==> src/rtl/spike_event_scheduler.sv <==
// spike_event_scheduler: timestamped (time, row) event FIFO with a local timebase.
// Each event is dispatched as a one-cycle pulse on its synapse row when the
// timebase reaches the event time.
// Optional build macro SPIKE_SCHED_LATE_CNT_EN adds a saturating late_count
// output that counts dropped (late or invalid-row) events.
`timescale 1ns/100ps
module spike_event_scheduler #(
    parameter int unsigned  NUM_SYNAPSE_ROWS = 2,
    parameter int unsigned  TIME_WIDTH       = 16,
    parameter int unsigned  FIFO_DEPTH       = 8,
    localparam int unsigned ROW_WIDTH        = (NUM_SYNAPSE_ROWS > 1) ? $clog2(NUM_SYNAPSE_ROWS) : 1,
    localparam int unsigned LVL_WIDTH        = $clog2(FIFO_DEPTH) + 1
) (
    input  logic                        clk,
    input  logic                        reset_n,
    input  logic                        run,
    input  logic                        clear,
    input  logic                        evt_valid,
    output logic                        evt_ready,
    input  logic [TIME_WIDTH-1:0]       evt_time,
    input  logic [ROW_WIDTH-1:0]        evt_row,
    output logic [NUM_SYNAPSE_ROWS-1:0] spike_out,
    output logic [TIME_WIDTH-1:0]       systime,
    output logic [LVL_WIDTH-1:0]        fifo_level,
`ifdef SPIKE_SCHED_LATE_CNT_EN
    output logic [15:0]                 late_count,
`endif
    output logic                        busy
);

    localparam int unsigned PTR_WIDTH = $clog2(FIFO_DEPTH);

    typedef struct packed {
        logic [TIME_WIDTH-1:0] ts;
        logic [ROW_WIDTH-1:0]  row;
    } evt_t;

    typedef enum logic {IDLE = 1'b0, RUN = 1'b1} state_t;

    state_t                      state_q, state_d;
    logic [TIME_WIDTH-1:0]       systime_q, systime_d;
    logic [PTR_WIDTH-1:0]        wr_ptr_q, wr_ptr_d;
    logic [PTR_WIDTH-1:0]        rd_ptr_q, rd_ptr_d;
    logic [LVL_WIDTH-1:0]        level_q, level_d;
    logic [NUM_SYNAPSE_ROWS-1:0] spike_q, spike_d;
    logic                        busy_q, busy_d;
    evt_t                        mem_q [FIFO_DEPTH];

    evt_t                        head;
    logic [TIME_WIDTH-1:0]       delta;
    logic                        full, empty, active, push, pop;
    logic                        head_due, head_late, row_ok;

    // Queue status and dispatch decode for the head entry
    assign full      = (level_q == LVL_WIDTH'(FIFO_DEPTH));
    assign empty     = (level_q == '0);
    assign evt_ready = !full;
    assign head      = mem_q[rd_ptr_q];
    assign delta     = head.ts - systime_q;
    assign head_due  = (delta == '0);
    assign head_late = delta[TIME_WIDTH-1];
    assign row_ok    = (32'(head.row) < NUM_SYNAPSE_ROWS);
    // Qualifying with run keeps a pulse from landing in a cycle that is already IDLE
    assign active    = (state_q == RUN) && run && !clear;
    assign push      = evt_valid && !full && !clear;
    assign pop       = active && !empty && (head_due || head_late);

    // Next-state: FSM, timebase, FIFO pointers/level and spike pulse
    always_comb begin
        state_d   = state_q;
        systime_d = systime_q;
        wr_ptr_d  = wr_ptr_q;
        rd_ptr_d  = rd_ptr_q;
        level_d   = level_q;
        spike_d   = '0;
        if (clear) begin
            state_d   = IDLE;
            systime_d = '0;
            wr_ptr_d  = '0;
            rd_ptr_d  = '0;
            level_d   = '0;
        end else begin
            state_d = run ? RUN : IDLE;
            if (active) begin
                systime_d = systime_q + TIME_WIDTH'(1);
            end
            if (push) begin
                wr_ptr_d = wr_ptr_q + PTR_WIDTH'(1);
            end
            if (pop) begin
                rd_ptr_d = rd_ptr_q + PTR_WIDTH'(1);
            end
            case ({push, pop})
                2'b10:   level_d = level_q + LVL_WIDTH'(1);
                2'b01:   level_d = level_q - LVL_WIDTH'(1);
                default: level_d = level_q;
            endcase
            if (pop && head_due && row_ok) begin
                for (int unsigned i = 0; i < NUM_SYNAPSE_ROWS; i++) begin
                    spike_d[i] = (32'(head.row) == i);
                end
            end
        end
        busy_d = (level_d != '0);
    end

    // Control and status registers
    always_ff @(posedge clk or negedge reset_n) begin
        if (!reset_n) begin
            state_q   <= IDLE;
            systime_q <= '0;
            wr_ptr_q  <= '0;
            rd_ptr_q  <= '0;
            level_q   <= '0;
            spike_q   <= '0;
            busy_q    <= 1'b0;
        end else begin
            state_q   <= state_d;
            systime_q <= systime_d;
            wr_ptr_q  <= wr_ptr_d;
            rd_ptr_q  <= rd_ptr_d;
            level_q   <= level_d;
            spike_q   <= spike_d;
            busy_q    <= busy_d;
        end
    end

    // Event storage; contents are don't-care until written, so no reset
    always_ff @(posedge clk) begin
        if (push) begin
            mem_q[wr_ptr_q] <= evt_t'{ts: evt_time, row: evt_row};
        end
    end

    assign spike_out  = spike_q;
    assign systime    = systime_q;
    assign fifo_level = level_q;
    assign busy       = busy_q;

`ifdef SPIKE_SCHED_LATE_CNT_EN
    logic [15:0] late_cnt_q, late_cnt_d;
    logic        drop;

    // Any pop that does not produce a pulse is a drop
    assign drop = pop && !(head_due && row_ok);

    // Saturating drop counter next-state
    always_comb begin
        late_cnt_d = late_cnt_q;
        if (clear) begin
            late_cnt_d = '0;
        end else if (drop && (late_cnt_q != 16'hFFFF)) begin
            late_cnt_d = late_cnt_q + 16'd1;
        end
    end

    // Drop counter register
    always_ff @(posedge clk or negedge reset_n) begin
        if (!reset_n) begin
            late_cnt_q <= '0;
        end else begin
            late_cnt_q <= late_cnt_d;
        end
    end

    assign late_count = late_cnt_q;
`endif

endmodule

==> config.mk <==
export PLATFORM = sky130hd
export DESIGN_NAME = spike_event_scheduler
export DESIGN_NICKNAME = d
export VERILOG_FILES = /design/src/rtl/spike_event_scheduler.sv
export SDC_FILE = /design/constraint.sdc
export NUM_CORES = 1
export LEC_CHECK = 0
export CAP_MARGIN = 15
export CORE_ASPECT_RATIO = 1.75
export CORE_MARGIN = 2
export CORE_UTILIZATION = 45
export DETAILED_ROUTE_END_ITERATION = 8
export PLACE_DENSITY = 0.68
export SYNTH_ARGS = -nofsm -noshare
export SYNTH_HDL_FRONTEND = slang
export SYNTH_SLANG_ARGS = --single-unit
==> constraint.sdc <==
create_clock -name clk -period 5.6 [get_ports clk]
set_input_delay 1.12 -clock clk [delete_from_list [all_inputs] [get_ports clk]]
set_output_delay 1.12 -clock clk [all_outputs]
set_load 0.05 [all_outputs]
### After elaboration in Yosys (flattened, before gate mapping)

Memories as Yosys holds them, arrays and structs flattened.
Cells that the tools add are included.

| word-level totals | value |
|---|---|
| memories kept | 1 |
| bits in writable memories | 136 |
| logic and storage cells | 49 |
| bits in registers | 30 |

Memory list:

| memory | words | bits a word | rd ports | clocked after memory_dff | wr ports | line | source |
|---|---|---|---|---|---|---|---|
| mem_q | 8 | 17 | 1 | 0 | 1 | 47 | `evt_t mem_q [FIFO_DEPTH];` |

| cells by class | value |
|---|---|
| $add $sub $neg | 6 |
| equal/unequal tests | 3 |
| reduce and logical (&&, ||, !) cells | 17 |
| bitwise logic cells | 1 |
| muxes and demuxes | 14 |

Operators by type and width:

| cell | number |
|---|---|
| two-way mux 16 bit | 2 |
| adder 16 x 1 -> 16 bit (second input constant) | 1 |
| logical NOT 16 bit | 1 |
| subtractor 16 bit | 1 |
| two-way mux 3 bit | 4 |
| one-hot mux 4 bit (2 select lines) | 1 |
| logical AND 1 bit | 7 |
| adder 3 x 1 -> 3 bit (second input constant) | 2 |
| nonzero test 2 bit | 3 |
| adder 4 x 1 -> 4 bit (second input constant) | 1 |
| equality test 4 bit (second input constant) | 1 |
| logical NOT 4 bit | 1 |
| two-way mux 1 bit | 4 |
| two-way mux 2 bit | 2 |
| two-way mux 4 bit | 1 |
| nonzero test 4 bit | 1 |
| subtractor 4 x 1 -> 4 bit (second input constant) | 1 |
| logical NOT 1 bit | 3 |
| equality test 2 x 1 -> 1 bit (second input constant) | 1 |
| equality test 2 bit (second input constant) | 1 |
| logical OR 1 bit | 1 |
| NOT 1 bit | 1 |

### Logic depth before layout (Yosys ltp)

Gate-level depths: netlist (run 1).
An unclocked memory read counts as a cell.

| depth | value |
|---|---|
| depth after elaboration | 9 |
| depth in mapped cells | 21 |
| depth with buffers taken out | 19 |

### Worst setup path after synthesis (run 1)

No wires, ideal clock.

| path | value |
|---|---|
| path type | register to register |
| start point | register rd_ptr_q[0] |
| end point | register busy_q, in the netlist busy |
| path slack | 0.190 ns |
| required time | 5.461 ns |
| path buffers | 2 |
| cell stages (with the launch flop) | 21 |
| setup time | 0.139 ns |
| data arrival time | 5.271 ns |
| cell sequence | dfrtp_1 buf_2 buf_1 mux4_2 mux2_2 ha_1 a21o_2 and2_1 o31ai_1 o2111ai_1 nor4_4 a31oi_1 nor2_1 ha_1 ha_1 a21o_1 a21oi_1 xor2_1 or3_1 a21oi_1 or4_1 |

| between the ends | value |
|---|---|
| word-level cells in the longest chain between the ends | 9 |

RTL lines:

| item | line | source |
|---|---|---|
| start, declared | 43 | `logic [PTR_WIDTH-1:0] rd_ptr_q, rd_ptr_d;` |
| start signal, assigned | 121 | `rd_ptr_q <= rd_ptr_d;` |
| memory (8 x 17 bit) (*) | - |  |
| subtractor 16 bit (*) | 59 | `assign delta = head.ts - systime_q;` |
| logical NOT 16 bit | 60 | `assign head_due = (delta == '0);` |
| logical OR 1 bit (*) | 66 | `assign pop = active && !empty && (head_due \|\| head_late);` |
| logical AND 1 bit (*) | 66 |  |
| equality test 2 x 1 -> 1 bit / equality test 2 bit (equally long branches) | 93 | `case ({push, pop})` |
| one-hot mux 4 bit (2 select lines) (*) | 93 |  |
| two-way mux 4 bit (*) | 76 | `if (clear) begin` |
| net level_d[3] | 44 | `logic [LVL_WIDTH-1:0] level_q, level_d;` |
| nonzero test 4 bit (*) | 104 | `busy_d = (level_d != '0);` |
| net busy_d | 46 | `logic busy_q, busy_d;` |
| end signal, assigned | 124 | `busy_q <= busy_d;` |
| end, declared | 46 |  |

Mark *: on every way through the listed nets, which the timed path passes. The rest lies on a longest branch.
A chain may end at the register's enable or synchronous reset.

### Final worst setup path (run 1)

Same ends and word-level chain as after synthesis.

==> flow_summary.yaml, run 1 <==
status:
  status: "finished, final reports clean"
cts:
  clk_latency_ns: 0.43
  cts_hold_buf: 0
  htreeDepth: 4
  clkTransAtPathRegs_ns: 0.06
  cts_resized: 0
  cts_tree: "built"
  cts_setup_buffers: 0
  cts_made_buffers: 17
  cts.sinks: 166
  clock_tree.root_cell: "clkbuf_16"
  clk_path_buf_depth: 2
timing:
  max_freq_ghz: 0.1918
  finalWorstPathRequiredPeriod_ns: 5.213
  slew-limit-headroom_pct: 28.16
  setup_ws_ns: 0.3874
  fin_skew_ns: 0.009311
  final_max_slew_viol_count: 0
  fin_setup_tns_ns: 0
  period_share_pct: 93.08
  tightest_slew_ns: 1.074
  hold_viol: 0
  setup_violations: 0
  rsz0062_at_grt: "no"
worst_setup_path:
  crit_type: "flip-flop to flip-flop"
  end_kind: "flip-flop"
  critical_path_arrival_ns: 5.52
  worstPathMaxFanout: 11
  cp-start-kind: "flip-flop"
  critPathRequiredTime_ns: 5.90
cells_and_area:
  area_growth_pct: 18.94
  drive_gt1_share_pct: 19.53
  stdcell_area_mm2: 0.009148
  nets: 628
  fillers: 1390
  diodes: 0
  layoutNonFillerInstCount: 821
pwr:
  leakage_nw: 3.142
  finalPower_w: 0.002681
  power.density_mw_per_mm2: 293.1
  peakVddDrop_mv: 0.2203
synth:
  synth_top_family_by_area: "multiplexers"
  ys_seq_elements: 166
  synth_top_area_share_pct: 53.10
  synth_warnings: 0
  yosys.cell_count.top_type: "edfxtp_1"
  syn_avg_cell_area_um2: 15.08
  synth-edff-count: 136
  seq_area_frac_synth_pct: 62.86
  synthSimpleGateAreaFrac_pct: 8.882
  synthFlopType: "edfxtp_1"
  syn_area_mm2: 0.007691
  synthDistinctLibCells: 58
  synth_compound_area_share_pct: 6.768
  syn-num-nets: 555
  ys_top_cells_by_area: "edfxtp_1 53%, mux4_2 10%, dfrtp_1 9.8%"
  synthTopCellsByCount: "136 x edfxtp_1, 38 x nor2_1, 34 x mux4_2"
  syn_inst: 510
  yosys.area_share.xor_xnor_pct: 2.619
  synthMuxAreaShare_pct: 13.06
  synth_async_sr_flop_share_pct: 18.07
  synth_top_area_cell: "edfxtp_1"
  synth_fa_ha_area_share_pct: 3.937
global_route:
  grt_pass1_wl_um: 25530
  grt_max_degree: 37
  grt_antenna_before_repair: 0
  grt.total_usage_pct: 19.23
  overflow: 0
  grt_pass1_vias: 4839
place:
  dp.cells: 791
  place_congestion: 0.9075
  dpl_worst_slack_ns: 0.3622
  io_buffers: 45
  placed_area_mm2: 0.008587
  dp.final_hpwl_um: 11330
job:
  maxCapViolCount: 0
hold_path:
  min_path_type: "flip-flop to flip-flop"
floorplanning:
  rows: 63
  initial_core_util_pct: 45.59
  io_pins: 46
  die_w_um: 102.8
  fp.dieH_um: 176.9
  die-area_mm2: 0.01819
  coreArea_mm2: 0.01687
detailed_routing:
  ant_nets: 0
  via_per_inst: 5.565
  wl_um: 16210
  num_vias: 4569
  drc: 0
  dr.first_iter.drc_count: 227
  wl_per_cell_um: 19.74
  firstDrtPassIters: 4
-- metal layers --
layer	share of wire [%]	GRT usage (%)
met5	0	0
met4	3.3	9.485
met3	3.9	3.594
met2	54	33.85
met1	38	21.98
-- power breakdown --
part	switching, W	leakage, nW	internal (W)
registers	0.00000978	1.64	0.00136
clock network	0.000468	0.263	0.000654
logic	0.000113	1.24	0.0000798
-- state kept, by name (all words and copies together), names as in the netlist --
signal and count:
state_q 1, rd_ptr_q 3, systime 16, busy 1
wr_ptr_q 3, mem_q 136, spike_out 2, fifo_level 4
-- cell usage in the layout (no fill, tap or decap), types with 4 or more instances in the layout --
cell | Yosys | final
ha_1 | 21 | 21
o21ai_0 | 8 | 8
o2111ai_1 | 5 | 5
nor2b_1 | 4 | 4
dfrtp_1 | 30 | 29
buf_4 | 0 | 21
nand3_1 | 10 | 10
inv_1 | 24 | 24
xor2_1 | 7 | 7
o211ai_1 | 4 | 4
nor2_1 | 38 | 38
clkdlybuf4s50_1 | 0 | 45
a21oi_1 | 19 | 19
xnor2_1 | 16 | 16
nand2_1 | 29 | 29
mux4_2 | 34 | 34
nand4_1 | 7 | 7
or3_1 | 4 | 4
edfxtp_1 | 136 | 136
nor3_1 | 13 | 11
clkbuf_16 | 0 | 17
o21a_1 | 4 | 4
nand2b_1 | 5 | 5
or2_2 | 4 | 4
nor3b_1 | 4 | 4
mux2_2 | 15 | 15
mux2i_1 | 7 | 7
-- per-stage QoR --
stage / hold slack, ns / utilization [%]
after floorplan: 0.5387 / -
after global placement: 0.5567 / 50.90
after detailed placement: 0.5719 / 50.90
after CTS: 0.5901 / 54.23
after global routing: 0.6149 / 54.23
final: 0.5877 / 54.23
-- logic make-up (layout without fill, tap and decap cells) --
logic type	Yosys count	in the layout
DFF	166	166
AOI/OAI and AO/OA	72	72
and+or+nand+nor	132	132
adders and majority gates	23	23
muxes	56	56
xor gates and xnor gates	23	23
buffers and inverters	38	122
-- layout make-up --
cell class / instances / area [µm²] / share of cell area, %
clock buffer: 19 / 432.9 / 4.733
clock inverter: 11 / 127.6 / 1.395
sequential: 166 / 4836 / 52.87
multi-input combinational: 306 / 2729 / 29.83
timing repair buffer: 68 / 648.1 / 7.085
tap: 227 / 284.0 / 3.105
inverter: 24 / 90.09 / 0.9848
-- critical path: stages (launching register included) --
cell	delay (ns)
dfrtp_2	0.47
buf_12	0.18
buf_4	0.25
mux4_2	0.54
mux2_2	0.29
ha_1	0.39
inv_1	0.12
o31ai_1	0.59
a211o_2	0.22
nor4_4	0.04
a31oi_1	0.26
nor2_1	0.07
ha_1	0.26
ha_1	0.30
a21o_1	0.17
a21oi_1	0.16
xor2_1	0.18
or3_1	0.12
a21oi_1	0.07
or4_1	0.40
-- final timing paths --
| path | startpoint | to | slack [ns] | depth (start not counted) |
|---|---|---|---|---|
| setup / recovery | rd_ptr_q[0] | busy | 0.39 | 19 |
| hold / removal | state_q | systime[1] | 0.59 | 2 |
| setup reg to reg | rd_ptr_q[0] | busy | 0.39 | 19 |
| hold reg to reg | state_q | systime[1] | 0.59 | 2 |
| max in group asynchronous | reset_n | rd_ptr_q[0] | 4.21 | 2 |
| min in group asynchronous | reset_n | busy | 1.07 | 2 |
Note: power is estimated with default switching activity, not from simulation.
==> run 2: changes to the inputs <==
--- a/config.mk
+++ b/config.mk
@@ -7,7 +7,7 @@
 export LEC_CHECK = 0
 export CAP_MARGIN = 15
 export CORE_ASPECT_RATIO = 1.75
-export CORE_MARGIN = 2
+export CORE_MARGIN = 5
 export CORE_UTILIZATION = 45
 export DETAILED_ROUTE_END_ITERATION = 8
 export PLACE_DENSITY = 0.68
==> run 2 against run 1 <==
Effect of this change: sequential cell count unchanged; highest routed layer unchanged; wire length grew 0.72%; register-to-register slack worse by 0.04 ns.
==> flow_summary.yaml, run 2 (synthesis results as in run 1) <==
status:
  status: "finished, final reports clean"
floorplanning:
  die_w_um: 108.8
  die-area_mm2: 0.01991
  coreArea_mm2: 0.01687
  fp.dieH_um: 182.9
  io_pins: 46
  initial_core_util_pct: 45.59
  rows: 63
cts:
  clock_tree.root_cell: "clkbuf_16"
  cts_hold_buf: 0
  clkTransAtPathRegs_ns: 0.06
  htreeDepth: 4
  cts.sinks: 166
  clk_path_buf_depth: 2
  cts_tree: "built"
  clk_latency_ns: 0.41
  cts_made_buffers: 17
detailed_routing:
  dr.max_layer_used: "met4"
  wl_per_cell_um: 19.96
  drc: 0
  firstDrtPassIters: 7
  wl_met2_um: 9085
  wl_um: 16320
  num_vias: 4595
  met3_length_um: 496
  via_per_inst: 5.617
  dr.first_iter.drc_count: 258
  wl_met1_um: 6227
  ant_nets: 0
timing:
  slew-limit-headroom_pct: 36.36
  hold_viol: 0
  setup_violations: 0
  max_freq_ghz: 0.1903
  setup_ws_ns: 0.3441
  tightest_slew_ns: 0.9516
  finalWorstPathRequiredPeriod_ns: 5.256
  fin_skew_ns: 0.005003
  fin_setup_tns_ns: 0
  rsz0062_at_grt: "no"
  period_share_pct: 93.85
  final_max_slew_viol_count: 0
worst_setup_path:
  critPathRequiredTime_ns: 5.89
  slowest_stage: "dfrtp_4"
  rr_endpoint: "busy"
  timing.rr.start: "rd_ptr_q[0]"
  cp-start-kind: "flip-flop"
  end_kind: "flip-flop"
  rr_worst_depth: 19
  critical_path_arrival_ns: 5.54
  crit_chain: "buf_6 -> mux4_2 -> mux2_2 -> ha_1 -> nand2_1 -> a211oi_4 -> o21ai_1 -> a21oi_1 -> o21a_1 -> a31oi_1 -> nor2_1 -> ha_1 -> ha_1 -> a21o_1 -> a21oi_1 -> xor2_1 -> or3_1 -> a21oi_1 -> or4_1"
  crit_type: "flip-flop to flip-flop"
  reg2reg_slack_ns: 0.34
  slowest_delay_ns: 0.58
  worstPathMaxFanout: 11
  critPathCapture: "busy"
  critPathLaunch: "rd_ptr_q[0]"
cells_and_area:
  final_common_cell: "edfxtp_1"
  largest_reg_flops: 136
  final_cell_mix: "136 x edfxtp_1, 45 x clkdlybuf4s50_1, 38 x nor2_1"
  area_growth_pct: 19.15
  stdcell_area_mm2: 0.009164
  layoutNonFillerInstCount: 818
  drive_gt1_share_pct: 18.95
  fillers: 1382
  final_util_pct: 54.32
  top_register: "mem_q"
  nets: 623
  diodes: 0
place:
  io_buffers: 45
  placed_area_mm2: 0.008554
  dpl_worst_slack_ns: 0.04263
  dp.final_hpwl_um: 11170
  dp.cells: 785
  place_congestion: 0.9631
job:
  maxCapViolCount: 0
hold_path:
  min_path_type: "flip-flop to flip-flop"
  min_path_cells: 2
global_route:
  grt.total_usage_pct: 17.52
  grt_max_degree: 37
  grt_antenna_before_repair: 0
  grt_pass1_vias: 4798
  overflow: 0
  grt_pass1_wl_um: 25890
pwr:
  power.density_mw_per_mm2: 295.8
  leakage_nw: 3.133
  peakVddDrop_mv: 0.1793
-- run 2: cell types whose count changed in the layout (fill, tap and decap cells not counted), sizes merged --
cell / delta
clkinv: +2
inv: -1
buf: -5
bufinv: +1
-- run 2: per-layer routing --
metal  GRT usage [%]  vias up
li1                -     2119
met1           20.18     2331
met2           31.04      119
met3           3.346       26
met4           8.089        0
met5               0        -
-- run 2: repair_timing --
item,CTS,global route
setup endpoints to repair,0,2
resized for setup,0,2
setup buffers,0,1
-- run 2: area by class of cell --
class	instances	area (µm²)	area share [%]
sequential	166	4838	52.80
multi-input combinational	306	2736	29.86
timing repair buffer	63	626.9	6.841
clock buffer	19	432.9	4.724
tap	227	284.0	3.099
clock inverter	13	155.1	1.693
inverter	24	90.09	0.9831
-- run 2: critical path: cells and delay by family (launching register included) --
family | cells | cell delay [ns]
AND/OR/NAND/NOR | 4 | 0.77
multiplexers | 2 | 0.78
AO/OA/AOI/OAI | 8 | 1.73
flip-flops | 1 | 0.58
XOR/XNOR | 1 | 0.18
buffers and inverters | 1 | 0.22
adder cells (fa/ha/maj) | 3 | 0.87
-- run 2: metrics by stage --
step                hold WS, ns  total power, W
detailed placement       0.5760        0.001582
global route             0.6078        0.002812
floorplan                0.5387        0.001505
CTS                      0.5883        0.002733
finish                   0.5812        0.002711
global placement         0.5528        0.001576
-- run 2: where the power goes --
part | internal [W] | switching [W] | total [W] | leakage, nW
sequential | 0.00136 | 0.0000107 | 0.00137 | 1.64
clock | 0.000699 | 0.000454 | 0.00115 | 0.276
combinational | 0.0000786 | 0.000112 | 0.000191 | 1.22
total | 0.00213 | 0.000577 | 0.00271 | 3.13
-- run 2: how the worst min path moves through the flow --
stage | start | end
finish | systime[7] | systime[7]
CTS | systime[7] | systime[7]
global placement | systime[7] | systime[7]
floorplan | state_q | systime[1]
detailed placement | systime[7] | systime[7]
global route | state_q | systime[1]
==> run 3: changes to the inputs <==
--- a/config.mk
+++ b/config.mk
@@ -9,7 +9,9 @@
 export CORE_ASPECT_RATIO = 1.75
 export CORE_MARGIN = 5
 export CORE_UTILIZATION = 45
+export CTS_CLUSTER_DIAMETER = 150
 export DETAILED_ROUTE_END_ITERATION = 8
+export GPL_TIMING_DRIVEN = 0
 export PLACE_DENSITY = 0.68
 export SYNTH_ARGS = -nofsm -noshare
 export SYNTH_HDL_FRONTEND = slang
==> run 3 against run 2 <==
Effect of this change: wire length increased by 2.2%; sequential share of layout area shrank 1.1 points; clock power hardly changed; die area unchanged; clock-buffer cell count shrank 1; fmax down 2.1%; global-route usage increased by 0.53 points; highest routed layer unchanged.
==> flow_summary.yaml, run 3 (synthesis results as in run 1) <==
global_route:
  grt.total_usage_pct: 18.05
  grt_pass1_wl_um: 26650
  grt_max_degree: 18
  overflow: 0
  grt_antenna_before_repair: 0
  grt_pass1_vias: 4969
cells_and_area:
  final_common_cell: "edfxtp_1"
  seq_area_mm2: 0.004836
  area_growth_pct: 21.62
  multiInputGateArea_mm2: 0.002803
  top_register: "mem_q"
  drive_gt1_share_pct: 22.24
  fillers: 1388
  final_util_pct: 55.45
  diodes: 0
  nets: 630
  largest_reg_flops: 136
  final_cell_mix: "136 x edfxtp_1, 44 x clkdlybuf4s50_1, 34 x mux4_2"
floorplanning:
  initial_core_util_pct: 45.59
  rows: 63
  coreArea_mm2: 0.01687
  fp.dieH_um: 182.9
  die_w_um: 108.8
  io_pins: 46
  die-area_mm2: 0.01991
detailed_routing:
  ant_nets: 0
  wl_per_cell_um: 20.23
  wl_um: 16690
  via_per_inst: 5.595
  firstDrtPassIters: 4
  dr.first_iter.drc_count: 289
  drc: 0
  num_vias: 4616
place:
  dp.final_hpwl_um: 12300
  io_buffers: 44
  place_congestion: 0.8664
pwr:
  p_sw_w: 0.0006041
  peakVddDrop_mv: 0.2103
  combPwrFrac_pct: 7.5
  pwr-share-clk_pct: 42.0
  power.density_mw_per_mm2: 289.3
  p_seq_share_pct: 50.4
  swShare_pct: 22.32
  finalPower_w: 0.002706
  leakage_nw: 3.208
  p_int_w: 0.002102
worst_setup_path:
  end_kind: "flip-flop"
  critPathRequiredTime_ns: 5.89
  worstPathMaxFanout: 10
  crit_type: "flip-flop to flip-flop"
  critical_path_arrival_ns: 5.66
  cp-start-kind: "flip-flop"
cts:
  cts_tree: "built"
  clk_path_buf_depth: 2
  cts_hold_buf: 0
  cts_made_buffers: 17
  htreeDepth: 4
  clock_tree.root_cell: "clkbuf_16"
  clkTransAtPathRegs_ns: 0.06
  clk_latency_ns: 0.42
  cts.sinks: 166
hold_path:
  min_path_type: "flip-flop to flip-flop"
status:
  status: "finished, final reports clean"
timing:
  tightest_slew_ns: 0.6507
  fin_skew_ns: 0.009426
  max_freq_ghz: 0.1863
  finalWorstPathRequiredPeriod_ns: 5.368
  hold_viol: 0
  slew-limit-headroom_pct: 56.49
  period_share_pct: 95.86
  setup_violations: 0
  final_max_slew_viol_count: 0
job:
  maxCapViolCount: 0
-- run 3: changes by cell type in the layout (fill, tap and decap cells not counted), sizes merged --
cell | previous run | this run
buf | 18 | 21
clkbuf | 19 | 22
inv | 26 | 29
bufinv | 3 | 2
clkdlybuf4s50 | 45 | 44
clkinv | 5 | 4
dlymetal6s2s | 0 | 1
-- run 3: routing by layer --
metal | track usage (%) | share of wire [%] | up-vias
met4 | 8.291 | 3.5 | 0
met1 | 20.12 | 37 | 2356
met3 | 2.712 | 2.8 | 27
met2 | 33.22 | 57 | 107
met5 | 0 | 0 | -
li1 | - | - | 2126
-- run 3: timing repair --
item | 4_1_cts | 5_1_grt
pin swaps | 2 | 3
setup endpoints to repair | 4 | 1
endpoints found under the hold margin | 0 | 0
buffers inserted | 1 | 3
resized for setup | 27 | 24
-- run 3: layout make-up --
class / count / area share, %
Buffer: 11 / 1.190
Clock buffer: 18 / 4.588
Clock inverter: 14 / 1.605
Inverter: 24 / 0.9631
Multi-Input combinational cell: 306 / 29.96
Sequential cell: 166 / 51.70
Tap cell: 227 / 3.036
Timing Repair Buffer: 59 / 6.956
-- run 3: path summary, 6_finish.rpt --
kind,from,to,slack [ns],depth (start not counted)
max,rd_ptr_q[0],busy,0.23,21
min,state_q,systime[1],0.59,2
max reg2reg,rd_ptr_q[0],busy,0.23,21
min reg2reg,state_q,systime[1],0.59,2
max in group asynchronous,reset_n,systime[11],3.95,2
min in group asynchronous,reset_n,busy,1.10,1
-- run 3: critical path, stage by stage (launching register included) --
cell and delay [ns]:
dfrtp_1 0.42, buf_12 0.18, buf_12 0.16, mux4_2 0.51, mux2_2 0.30, ha_1 0.35
nand2_2 0.13, a211oi_4 0.06, dlymetal6s2s_1 0.20, or3_1 0.35, a211o_2 0.35, nor4_4 0.29
a31oi_1 0.13, nor2_1 0.12, ha_2 0.24, ha_1 0.24, a21o_1 0.18, a21oi_1 0.16
xor2_1 0.21, or3_1 0.15, a21oi_1 0.08, or4_1 0.41
-- run 3: stage by stage --
stage / setup WS, ns / hold slack (ns) / instance area (µm²) / setup TNS (ns) / cells
floorplan: 0.1905 / 0.5387 / 7691 / 0 / 510
global placement: -0.6894 / 0.5519 / 8416 / -1.141 / 781
detailed placement: -0.8438 / 0.5766 / 8616 / -1.620 / 792
CTS: 0.07242 / 0.5900 / 9241 / 0 / 822
global route: -0.002554 / 0.6203 / 9354 / -0.002554 / 825
finish: 0.2321 / 0.5907 / 9354 / 0 / 825
-- run 3: power by group through the flow --
| stage | Sequential, W | Combinational [W] | Clock (W) |
|---|---|---|---|
| CTS | 0.00136 | 0.000197 | 0.00115 |
| floorplan | 0.00140 | 0.000107 | 0 |
| global route | 0.00137 | 0.000222 | 0.00121 |
| global placement | 0.00139 | 0.000181 | 0 |
| finish | 0.00136 | 0.000203 | 0.00114 |
| detailed placement | 0.00139 | 0.000192 | 0 |
